## config.mk

```make
export PLATFORM = sky130hd
export DESIGN_NAME = regfile_mp
export DESIGN_NICKNAME = d
export VERILOG_FILES = /design/src/rtl/regfile_mp.sv
export SDC_FILE = /design/constraint.sdc
export NUM_CORES = 2
export LEC_CHECK = 0
export BUFFER_PORTS_ARGS = -buffer_cell sky130_fd_sc_hd__buf_2
export CORE_MARGIN = 2
export CORE_UTILIZATION = 35
export CTS_CLUSTER_SIZE = 14
export DETAILED_ROUTE_END_ITERATION = 10
export GPL_ROUTABILITY_DRIVEN = 0
export PLACE_DENSITY = 0.54
export SYNTH_ARGS = -nofsm -noshare
export SYNTH_HDL_FRONTEND = slang
export SYNTH_SLANG_ARGS = --single-unit
```

## constraint.sdc

```tcl
create_clock -name clk -period 3.44 [get_ports clk]
set_clock_uncertainty 0.2 [all_clocks]
set_input_delay 0 -clock clk [delete_from_list [all_inputs] [get_ports clk]]
set_output_delay 0 -clock clk [all_outputs]
set_load 0.01 [all_outputs]
```

## src/rtl/regfile_mp.sv

```systemverilog
// Multi-port register file: NRD combinational read ports, two write ports,
// same-cycle write bypass and a sequenced bulk-clear engine.
module regfile_mp #(
  parameter int DATA_W = 32,
  parameter int ADDR_W = 5,
  parameter int NRD    = 2
) (
  input  logic                    clk,
  input  logic                    rst,
  input  logic [NRD-1:0]          re,
  input  logic [NRD*ADDR_W-1:0]   raddr,
  output logic [NRD*DATA_W-1:0]   rdata,
  input  logic                    we0,
  input  logic [ADDR_W-1:0]       waddr0,
  input  logic [DATA_W-1:0]       wdata0,
  input  logic                    we1,
  input  logic [ADDR_W-1:0]       waddr1,
  input  logic [DATA_W-1:0]       wdata1,
  input  logic                    clr_req,
  output logic                    busy,
  output logic                    done
);

  localparam int DEPTH = 2**ADDR_W;
  localparam logic [ADDR_W-1:0] ONE  = ADDR_W'(1);
  localparam logic [ADDR_W-1:0] LAST = ADDR_W'(DEPTH-1);

  typedef enum logic {IDLE, CLEAR} state_e;

  state_e            state_q;
  logic [ADDR_W-1:0] cnt_q;
  logic              done_q;
  logic [DATA_W-1:0] mem_q [1:DEPTH-1];
  logic              wr0_ok;
  logic              wr1_ok;

  assign busy = (state_q == CLEAR);
  assign done = done_q;

  // Port 1 owns a colliding address; port 0 is dropped outright.
  assign wr1_ok = we1 && (waddr1 != '0) && !busy;
  assign wr0_ok = we0 && (waddr0 != '0) && !busy &&
                  !(we1 && (waddr1 == waddr0));

  always_ff @(posedge clk or negedge rst) begin
    if (!rst) begin
      state_q <= IDLE;
      cnt_q   <= '0;
      done_q  <= 1'b0;
    end else begin
      unique case (state_q)
        IDLE: begin
          done_q <= 1'b0;
          if (clr_req) begin
            state_q <= CLEAR;
            cnt_q   <= ONE;
            done_q  <= (ONE == LAST);
          end
        end
        CLEAR: begin
          if (cnt_q == LAST) begin
            state_q <= IDLE;
            done_q  <= 1'b0;
          end else begin
            cnt_q  <= cnt_q + ONE;
            done_q <= ((cnt_q + ONE) == LAST);
          end
        end
        default: state_q <= IDLE;
      endcase
    end
  end

  always_ff @(posedge clk or negedge rst) begin
    if (!rst) begin
      for (int i = 1; i < DEPTH; i++) begin
        mem_q[i] <= '0;
      end
    end else begin
      if (busy)   mem_q[cnt_q]  <= '0;
      if (wr0_ok) mem_q[waddr0] <= wdata0;
      if (wr1_ok) mem_q[waddr1] <= wdata1;
    end
  end

  always_comb begin
    logic [ADDR_W-1:0] ra;
    ra    = '0;
    rdata = '0;
    for (int k = 0; k < NRD; k++) begin
      ra = raddr[k*ADDR_W +: ADDR_W];
      if (re[k] && rst && !busy && (ra != '0)) begin
        if (we1 && (waddr1 == ra)) begin
          rdata[k*DATA_W +: DATA_W] = wdata1;
        end else if (we0 && (waddr0 == ra)) begin
          rdata[k*DATA_W +: DATA_W] = wdata0;
        end else begin
          rdata[k*DATA_W +: DATA_W] = mem_q[ra];
        end
      end
    end
  end

endmodule

```

==> impl_metrics.json <==
{
  "synth_largest_area_cell": "dfrtp_1",
  "clkTransAtPathRegs_ps": 70,
  "p_sw_mw": 12.5,
  "synth-seq-area-share": 0.399,
  "dpl_cell_area_sq_um": 67400,
  "postRouteAntennaNets": 0,
  "setup_slack_ps": -40.1,
  "place_ws_ps": 214,
  "via_count": 57200,
  "p_sw_frac": 0.336,
  "cts_tree": "done",
  "rsz0062_at_grt": "no",
  "core_area_sq_um": 178000,
  "cts_buffer_depth": 3,
  "finalNetCount": 5951,
  "ys_warn_count": 0,
  "wl_per_cell_um": 34.8,
  "drive_gt1_frac": 0.174,
  "slew_violations": 0,
  "rows": 155,
  "crit_fanout": 10,
  "cts.htree.levels": 3,
  "grt_pass1_vias": 56300,
  "synth_edf_count": 0,
  "port_buffers": 156,
  "grt_usage": 0.309,
  "start_util": 0.352,
  "layout_min_cycle_time_ps": 3480,
  "clk_latency_ps": 760,
  "syn-num-nets": 6053,
  "setup-violations-final": 1,
  "ios": 157,
  "combPwrFrac": 0.246,
  "period_share": 1.01,
  "slowest_stage": "o31ai_1",
  "power_frac_clock": 0.334,
  "p_int_mw": 24.7,
  "hold_path.class": "in2reg",
  "synth_cells": 5956,
  "worstPathRequired_ps": 3240,
  "finalHoldViolCount": 0,
  "grt_start_max_net_pins": 136,
  "slew-limit-headroom": 0.233,
  "ys_seq_elements": 999,
  "firstDrtPassIters": 6,
  "cts_made_buffers": 110,
  "grt_pass1_wl_um": 415000,
  "grt_overflow_total": 0,
  "synth_ff_type": "dfrtp_1",
  "cp.arrival_ps": 3280,
  "synthToLayoutAreaGrowth_pct": 15.5,
  "die_x_um": 427,
  "design_area_sq_um": 72300,
  "worstSetupStartpointType": "flip-flop",
  "critPathMaxStageDelay_ps": 710,
  "async_flop_share": 1.00,
  "via_per_inst": 6.88,
  "cp-end-kind": "output port",
  "fmax_mhz": 287,
  "p_leak_nw": 38.6,
  "path_class": "reg2out",
  "synth_top_area_frac": 0.399,
  "place_hpwl_um": 172000,
  "cts_root_buf": "clkbuf_16",
  "die_y_um": 427,
  "violations": "setup timing",
  "yosysUniqueCellTypes": 49,
  "crit_chain": "nor2b_1, o211ai_1, o21ba_4, buf_12, nand2b_2, o31ai_1, buf_2",
  "synthTopCellsByArea": "dfrtp_1 (40%), a22o_1 (11%), a21o_1 (9.6%), mux2i_1 (9.2%), mux4_2 (4.6%)",
  "drt-total-wl_um": 289000,
  "syn_area_sq_um": 62600,
  "die_area_sq_um": 182000,
  "worst_pin_slew_ps": 1140,
  "max-cap-violations": 0,
  "antenna_found_initial": 22,
  "cts_sinks": 999,
  "power_frac_seq": 0.421,
  "syn-mean-instance-area_sq_um": 10.5,
  "p_per_area_nw_per_um2": 514,
  "ir_drop_uv": 445,
  "dr.first_iter.drc_count": 6452,
  "outcome": "finished with violations",
  "remaining_drc_errors": 0
}
power by group through the flow:
stage / logic (mW) / clock network [mW] / registers [mW]
floorplan: 5.68 / 0 / 15.2
CTS: 8.95 / 12.5 / 15.6
global placement: 8.63 / 0 / 15.7
finish: 9.13 / 12.4 / 15.6
detailed placement: 8.78 / 0 / 15.8
global route: 9.63 / 13.0 / 15.9
layout make-up:
type                    instances  area, sq um
diodes                         12         30.0
flip-flops and latches        999        25000
inverters                       7         26.3
multi-input cells            4121        35500
fillers                     17100       106000
well taps                    2355         2950
repair buffers                615         5200
clock buffers                 166         3310
clock inverters                33          364
cell usage after synthesis, types with 5 or more instances:
cell	n
dfrtp_1	999
a21o_1	800
a22o_1	800
clkbuf_1	625
mux2i_1	577
o22ai_1	256
a221o_1	192
nor3_1	192
buf_2	140
nor2b_1	138
nor2_1	137
mux4_2	128
nand2_1	121
nand2b_1	82
a211oi_1	73
and3_1	68
a221oi_1	67
a32oi_1	67
mux2_2	66
a21oi_1	65
a311oi_1	64
buf_1	63
o41ai_1	62
a211oi_2	42
and2_1	37
xor2_1	20
xnor2_1	10
inv_1	7
ha_1	6
nand3_1	5
o31ai_1	5
or3_1	5
path summary, 6_finish.rpt:
kind,cells after the start,endpoint,startpoint,slack [ps]
worst min-delay path,5,mem_q[455],waddr1[0],80
max in group asynchronous,5,mem_q[380],rst,1520
worst min register to register,1,mem_q[629],mem_q[629],290
worst max-delay path,7,rdata[62],busy,-40
min in group asynchronous,4,mem_q[924],rst,100
worst max register to register,7,mem_q[305],cnt_q[0],100
per-stage QoR:
step,power [mW],cells,setup TNS [ps],hold slack (ps),util
after global placement,24.3,7996,0,2.37,0.379
after detailed placement,24.6,7996,0,-1.47,0.379
after CTS,37.1,8293,-57.1,11.7,0.405
after floorplan,20.9,5956,0,-496,-
final,37.2,8308,-40.1,82.3,0.406
after global routing,38.5,8304,0,97.6,0.406
worst max-delay path, delay by kind of cell, from the launching register on:
| kind | cells | cell delay, ps |
|---|---|---|
| buf+inv | 2 | 390 |
| flops | 1 | 430 |
| compound gates | 3 | 1170 |
| simple gates | 2 | 530 |
placed cells by master, fill, tap and decap left out, types with 12 or more instances in the layout:
cell	count
o41ai_1	42
dfrtp_1	999
clkbuf_1	24
a221o_1	192
and3_1	67
mux4_2	128
buf_12	54
and2_1	37
clkinv_2	21
dlygate4sd3_1	98
a221oi_1	64
a211oi_1	64
o22ai_1	256
nor2b_1	135
nand2_1	117
a21o_1	800
buf_2	147
buf_4	312
mux2i_1	577
o41ai_2	18
nand2b_1	74
a21oi_1	65
nor2_4	34
a32oi_1	64
diode_2	12
nor2_1	103
xor2_1	20
clkbuf_8	30
a311oi_1	62
clkbuf_16	112
a22o_1	800
mux2_2	66
nor3_1	190
a211oi_4	51
kinds of logic after synthesis:
| logic type | share of synthesized area |
|---|---|
| AOI/OAI and AO/OA | 0.325 |
| xor gates and xnor gates | 0.00420 |
| adders and majority gates | 0.00120 |
| buffers and inverters | 0.0531 |
| DFF | 0.399 |
| muxes | 0.150 |
| and+or+nand+nor | 0.0673 |
per-layer routing:
| layer | vias up | routed length (um) | track usage |
|---|---|---|---|
| li1 | 23000 | - | - |
| met1 | 29600 | 112000 | 0.401 |
| met2 | 3605 | 129000 | 0.475 |
| met3 | 913 | 29500 | 0.0721 |
| met4 | 14 | 17800 | 0.172 |
| met5 | - | 106 | 0 |
state kept, by name (all words and copies together), names as in the netlist:
name   count
mem_q    992
busy       1
done       1
cnt_q      5
what timing repair did:
item                                    in CTS  in global routing
pin swaps                                    0                  1
endpoints found under the hold margin     1542                  0
hold buffers                                98                  0
resized for setup                           13                 13
buffers inserted                             0                  2
endpoints found under the setup margin      29                 27
cloned                                       0                  1
Note: power is estimated with default switching activity, not from simulation.
